[src/rtl/addsub_pkg.sv]
// Shared definitions for the pipelined adder/subtractor.
//   addsub_op_e  : per-transaction operation encoding (op_sub input)
//   sat_max/min  : signed saturation limits for a given width (width <= 64)
//   stage_w_ok   : true when a width splits evenly into stage chunks
package addsub_pkg;

  typedef enum logic {
    OP_ADD = 1'b0,
    OP_SUB = 1'b1
  } addsub_op_e;

  function automatic logic [63:0] sat_max(input int unsigned width);
    return (64'd1 << (width - 1)) - 64'd1;
  endfunction

  function automatic logic [63:0] sat_min(input int unsigned width);
    return 64'd1 << (width - 1);
  endfunction

  function automatic bit stage_w_ok(input int unsigned width, input int unsigned stage_w);
    return (stage_w != 0) && ((width % stage_w) == 0);
  endfunction

endpackage

[src/rtl/addsub_stage.sv]
// One registered STAGE_W-bit chunk of the carry-chained adder.
//   clk, rst_n    : clock, synchronous active-low reset
//   en            : pipeline advance; registers hold when low
//   a, b, cin     : chunk operands and carry from the previous chunk
//   sum, cout     : registered chunk sum and carry out
//   a_msb, b_msb  : registered operand sign taps (used by the MSB chunk)
module addsub_stage #(
  parameter int unsigned STAGE_W = 4
) (
  input  logic               clk,
  input  logic               rst_n,
  input  logic               en,
  input  logic [STAGE_W-1:0] a,
  input  logic [STAGE_W-1:0] b,
  input  logic               cin,
  output logic [STAGE_W-1:0] sum,
  output logic               cout,
  output logic               a_msb,
  output logic               b_msb
);

  logic [STAGE_W:0] total;

  always_comb begin
    total = {1'b0, a} + {1'b0, b} + {{STAGE_W{1'b0}}, cin};
  end

  always_ff @(posedge clk) begin
    if (!rst_n) begin
      sum   <= '0;
      cout  <= 1'b0;
      a_msb <= 1'b0;
      b_msb <= 1'b0;
    end else if (en) begin
      sum   <= total[STAGE_W-1:0];
      cout  <= total[STAGE_W];
      a_msb <= a[STAGE_W-1];
      b_msb <= b[STAGE_W-1];
    end
  end

endmodule

[src/rtl/pipelined_addsub.sv]
// Pipelined two's-complement adder/subtractor with optional signed
// saturation and a valid/ready handshake. Latency is STAGES cycles.
//   clk, rst_n           : clock, synchronous active-low reset
//   in_valid, in_ready   : operand handshake
//   a, b, cin            : operands and carry/borrow in
//   op_sub, sat_en       : per-transaction mode bits
//   out_valid, out_ready : result handshake
//   sum, cout, overflow  : result, raw adder carry, unsaturated signed overflow
module pipelined_addsub
  import addsub_pkg::*;
#(
  parameter int unsigned WIDTH   = 16,
  parameter int unsigned STAGE_W = 4
) (
  input  logic             clk,
  input  logic             rst_n,
  input  logic             in_valid,
  output logic             in_ready,
  input  logic [WIDTH-1:0] a,
  input  logic [WIDTH-1:0] b,
  input  logic             cin,
  input  logic             op_sub,
  input  logic             sat_en,
  output logic             out_valid,
  input  logic             out_ready,
  output logic [WIDTH-1:0] sum,
  output logic             cout,
  output logic             overflow
);

  localparam int unsigned STAGES = WIDTH / STAGE_W;
  localparam int unsigned LAST   = STAGES - 1;
  localparam logic [WIDTH-1:0] SAT_MAX = WIDTH'(sat_max(WIDTH));
  localparam logic [WIDTH-1:0] SAT_MIN = WIDTH'(sat_min(WIDTH));

  if (!stage_w_ok(WIDTH, STAGE_W)) begin : g_bad_stage_w
    $error("pipelined_addsub: WIDTH must be a multiple of STAGE_W");
  end

  logic             adv;
  logic [WIDTH-1:0] a_in;
  logic [WIDTH-1:0] b_in;
  logic             c0;

  // Per-slot state; index k is the register set loaded by stage k.
  logic             v_q    [STAGES];
  logic             sat_q  [STAGES];
  logic [WIDTH-1:0] a_skew [STAGES];
  logic [WIDTH-1:0] b_skew [STAGES];
  logic [WIDTH-1:0] dsk_q  [STAGES];  // chunks 0..k-1 already resolved
  logic [STAGE_W-1:0] s_q  [STAGES];
  logic             c_q    [STAGES];
  logic             am_q   [STAGES];
  logic             bm_q   [STAGES];

  assign adv      = !out_valid || out_ready;
  assign in_ready = adv;

  always_comb begin
    a_in = a;
    b_in = (op_sub == OP_SUB) ? ~b : b;
    c0   = (op_sub == OP_SUB) ? ~cin : cin;
  end

  for (genvar k = 0; k < STAGES; k++) begin : g_stage
    logic [STAGE_W-1:0] st_a;
    logic [STAGE_W-1:0] st_b;
    logic               st_c;
    logic               v_d;
    logic               sat_d;
    logic [WIDTH-1:0]   as_d;
    logic [WIDTH-1:0]   bs_d;
    logic [WIDTH-1:0]   dsk_d;

    if (k == 0) begin : g_first
      always_comb begin
        st_a  = a_in[STAGE_W-1:0];
        st_b  = b_in[STAGE_W-1:0];
        st_c  = c0;
        v_d   = in_valid;
        sat_d = sat_en;
        as_d  = a_in;
        bs_d  = b_in;
        dsk_d = '0;
      end
    end else begin : g_rest
      always_comb begin
        st_a  = a_skew[k-1][k*STAGE_W +: STAGE_W];
        st_b  = b_skew[k-1][k*STAGE_W +: STAGE_W];
        st_c  = c_q[k-1];
        v_d   = v_q[k-1];
        sat_d = sat_q[k-1];
        as_d  = a_skew[k-1];
        bs_d  = b_skew[k-1];
        dsk_d = dsk_q[k-1];
        dsk_d[(k-1)*STAGE_W +: STAGE_W] = s_q[k-1];
      end
    end

    always_ff @(posedge clk) begin
      if (!rst_n) begin
        v_q[k]    <= 1'b0;
        sat_q[k]  <= 1'b0;
        a_skew[k] <= '0;
        b_skew[k] <= '0;
        dsk_q[k]  <= '0;
      end else if (adv) begin
        v_q[k]    <= v_d;
        sat_q[k]  <= sat_d;
        a_skew[k] <= as_d;
        b_skew[k] <= bs_d;
        dsk_q[k]  <= dsk_d;
      end
    end

    addsub_stage #(.STAGE_W(STAGE_W)) u_stage (
      .clk   (clk),
      .rst_n (rst_n),
      .en    (adv),
      .a     (st_a),
      .b     (st_b),
      .cin   (st_c),
      .sum   (s_q[k]),
      .cout  (c_q[k]),
      .a_msb (am_q[k]),
      .b_msb (bm_q[k])
    );
  end

  logic [WIDTH-1:0] raw_sum;

  // Overflow and saturation are decoded from the last slot's registers, so
  // the outputs depend only on flops and stay stable across a stall.
  always_comb begin
    raw_sum = dsk_q[LAST];
    raw_sum[LAST*STAGE_W +: STAGE_W] = s_q[LAST];
    overflow = (am_q[LAST] == bm_q[LAST]) && (raw_sum[WIDTH-1] != am_q[LAST]);
    if (sat_q[LAST] && overflow) begin
      sum = am_q[LAST] ? SAT_MIN : SAT_MAX;
    end else begin
      sum = raw_sum;
    end
  end

  assign cout      = c_q[LAST];
  assign out_valid = v_q[LAST];

endmodule

[config.mk]
export PLATFORM = sky130hd
export DESIGN_NAME = pipelined_addsub
export DESIGN_NICKNAME = d
export VERILOG_FILES = /design/src/rtl/addsub_pkg.sv /design/src/rtl/addsub_stage.sv /design/src/rtl/pipelined_addsub.sv
export SDC_FILE = /design/constraint.sdc
export NUM_CORES = 1
export LEC_CHECK = 0
export CAP_MARGIN = 40
export CORE_ASPECT_RATIO = 0.75
export CORE_MARGIN = 1.5
export CORE_UTILIZATION = 55
export DETAILED_ROUTE_END_ITERATION = 7
export GPL_ROUTABILITY_DRIVEN = 0
export PLACE_DENSITY_LB_ADDON = 0.25
export SLEW_MARGIN = 20
export SYNTH_ARGS = -nofsm -noshare
export SYNTH_HDL_FRONTEND = slang
export SYNTH_SLANG_ARGS = --single-unit
[constraint.sdc]
create_clock -name clk -period 3.4 [get_ports clk]
set_clock_uncertainty 0.05 [all_clocks]
set_input_delay 0.34 -clock clk [delete_from_list [all_inputs] [get_ports clk]]
set_output_delay 0.34 -clock clk [all_outputs]
set_load 0.03 [all_outputs]
==> impl_metrics.json <==
{
  "vdd_drop_max_v": 0.000335,
  "port_buffers": 58,
  "cp_max_fo": 16,
  "cts_buffers": 9,
  "overflow": 0,
  "critPathLaunchType": "flop",
  "post_drt_via_cell_ratio": 5.44,
  "ys_types": 38,
  "rows": 29,
  "die_h_um": 83.2,
  "status": "finished, final reports clean",
  "syn_nets": 438,
  "synth_area_mm2": 0.00471,
  "r2r_slack_ns": 1.60,
  "netlist.area_leader.share": 0.497,
  "die_x_um": 110,
  "core-area_mm2": 0.00838,
  "post_cts_buffers": 0,
  "yosys-top-cells-area": "edfxtp_1 50%, dfxtp_1 10%, and3_1 8.8%",
  "worstHoldStart": "g_stage[1].u_stage.sum[2]$_SDFFE_PN0N_",
  "finalMaxSlewViolations": 0,
  "p_comb_frac": 0.112,
  "synth_seq_area_share": 0.599,
  "hpwl_mm": 5.39,
  "fin_nets": 483,
  "clkPwrFrac": 0.347,
  "ys.flop_type": "edfxtp_1",
  "ff_latch_area_mm2": 0.00282,
  "intPower_w": 0.00208,
  "holdPathEnd": "g_stage[1].u_stage.sum[2]$_SDFFE_PN0N_",
  "synth_async_sr_flop_share": 0,
  "cp.arrival_ns": 2.25,
  "max_cap_violations": 0,
  "htree_levels": 3,
  "grt_pass1_vias": 2796,
  "antenna_left": 0,
  "timing.final.crit_share": 0.777,
  "multiInputGateArea_mm2": 0.00166,
  "ctsResizeCount": 0,
  "yosys.area.top_type": "edfxtp_1",
  "cts_hold_buf": 0,
  "timing.fmax_mhz": 378,
  "finalCriticalPeriod_ns": 2.64,
  "num_io_pins": 59,
  "path_clk_slew_ns": 0.07,
  "post-route-drc-count": 0,
  "grt_use_total": 0.194,
  "die_area_mm2": 0.00914,
  "hp-class": "flop to flop",
  "grt_max_degree": 58,
  "setup_tns_ns": 0,
  "synth-seq-cells": 102,
  "setup_viol": 0,
  "start_util": 0.562,
  "p_seq_frac": 0.540,
  "worst_slew_pin_slew_ns": 0.447,
  "first_pass_iters": 5,
  "p_sw_w": 0.000619,
  "clk_latency_ns": 0.33,
  "r2r-start": "a_skew[0][4]$_SDFFCE_PN0P_",
  "swShare": 0.229,
  "tritoncts": "built",
  "netlist_top_cells_count": "78 x edfxtp_1, 66 x and3_1, 26 x nand2_1, 24 x dfxtp_1, 22 x a21oi_1",
  "power.leakage_nw": 2.51,
  "grt_pass1_wl_mm": 13.6,
  "drt_wl_total_mm": 8.23,
  "yosys_warnings": 0,
  "n_fill_cell": 663,
  "whs_path_depth": 2,
  "antenna_found_initial": 0,
  "r2r_cells": 6,
  "cts_sinks": 102,
  "timing_worst_setup_path_type": "flop to output pin",
  "rsz0062_at_grt": "false",
  "antenna_cells": 0,
  "synthCells": 379,
  "yosysMostFrequentCell": "edfxtp_1",
  "hold-worst-slack_ns": 0.398,
  "finalHoldViolations": 0,
  "wl_per_cell_um": 15.3,
  "avgSynthCellArea_um2": 12.4,
  "clockBufferDepth": 2,
  "synth_enable_flop_cells": 78,
  "drive_above_1_share": 0.103,
  "timing.rr.end": "g_stage[1].u_stage.cout$_SDFFE_PN0N_",
  "cts-root-buf": "clkbuf_16",
  "cp_data_required_time_ns": 3.01,
  "drt_iter0_markers": 148,
  "vias": 2923,
  "cp-end-kind": "output pin",
  "p_per_area_mw_per_mm2": 482,
  "slew_headroom": 0.702,
  "area_growth_pct": 18.7
}
-- stage by stage --
stage / utilization / total power (W) / cell area, um2 / setup slack, ns / instances
6_report: 0.667 / 0.00270 / 5590 / 0.757 / 537
5_1_grt: 0.667 / 0.00280 / 5590 / 0.631 / 537
4_1_cts: 0.667 / 0.00272 / 5590 / 0.737 / 537
3_5_place_dp: 0.635 / 0.00179 / 5320 / 0.826 / 521
3_3_place_gp: 0.632 / 0.00177 / 5290 / 0.848 / 520
2_1_floorplan: - / 0.00167 / 4710 / 0.126 / 379
-- routing by layer --
metal,track usage,share of wire
met2,0.302,0.48
met4,0.0767,0.024
met5,0,0
met1,0.262,0.46
met3,0.0487,0.042
-- power by group through the flow --
stage	Clock (W)	Sequential, W	Combinational, W
after global routing	0.00100	0.00147	0.000335
after global placement	0	0.00148	0.000293
final	0.000937	0.00146	0.000303
after detailed placement	0	0.00149	0.000304
after floorplan	0	0.00148	0.000200
after CTS	0.000957	0.00146	0.000306
-- worst max-delay path: stages, from the launching register on --
cell and delay (ns):
dfxtp_1 0.43, and3b_4 0.25, o21ai_4 0.37, a21o_2 0.21, clkdlybuf4s50_1 0.66
-- cells in the final DEF (no fill, tap or decap), types with 3 or more instances in the layout --
cell type / Yosys / layout
buf_4: 2 / 4
clkinv_2: 0 / 3
and3_1: 66 / 66
a21oi_1: 22 / 22
clkdlybuf4s50_1: 0 / 57
ha_1: 12 / 12
a2111o_1: 4 / 4
o211ai_1: 3 / 3
nand3_1: 9 / 9
o21ai_0: 5 / 5
nor2_1: 20 / 20
xnor2_1: 15 / 15
fa_1: 8 / 8
dfxtp_1: 24 / 24
xor2_1: 6 / 6
a211oi_2: 5 / 5
edfxtp_1: 78 / 78
clkbuf_16: 0 / 9
a21o_1: 9 / 9
inv_6: 1 / 3
inv_1: 15 / 15
a21o_2: 6 / 6
nand2_1: 26 / 25
-- worst max path at each step --
stage | endpoint | from | slack [ns]
4_1_cts | sum[15] | g_stage[3].u_stage.sum[3]$_SDFFE_PN0N_ | 0.74
2_1_floorplan | a_skew[0][10]$_SDFFCE_PN0P_ | v_q[3]$_DFFE_PP_ | 0.13
5_1_grt | sum[1] | g_stage[3].u_stage.sum[3]$_SDFFE_PN0N_ | 0.63
6_report | sum[15] | g_stage[3].u_stage.sum[3]$_SDFFE_PN0N_ | 0.76
3_3_place_gp | g_stage[0].u_stage.cout$_SDFFE_PN0N_ | op_sub | 0.85
3_5_place_dp | g_stage[0].u_stage.cout$_SDFFE_PN0N_ | op_sub | 0.83
-- registers in the layout (all words and copies together) (netlist names) --
| signal | cells |
|---|---|
| g_stage.u_stage.cout | 4 |
| sat_q | 4 |
| v_q | 4 |
| g_stage.u_stage.a_msb | 1 |
| g_stage.u_stage.sum | 16 |
| b_skew | 24 |
| a_skew | 24 |
| g_stage.u_stage.b_msb | 1 |
| dsk_q | 24 |
-- area by class of cell --
class,count,area share
Clock inverter,7,0.00850
Tap cell,108,0.0242
Clock buffer,9,0.0403
Sequential cell,102,0.505
Timing Repair Buffer,63,0.113
Multi-Input combinational cell,231,0.297
Inverter,17,0.0123
-- kinds of logic after synthesis --
family,after synthesis,synth area share
and+or+nand+nor,132,0.156
AOI/OAI and AO/OA,58,0.0905
buffers and inverters,46,0.0504
xor gates and xnor gates,21,0.0390
DFF,102,0.599
adders and majority gates,20,0.0658
No activity file was read; power rests on OpenSTA's default activity.
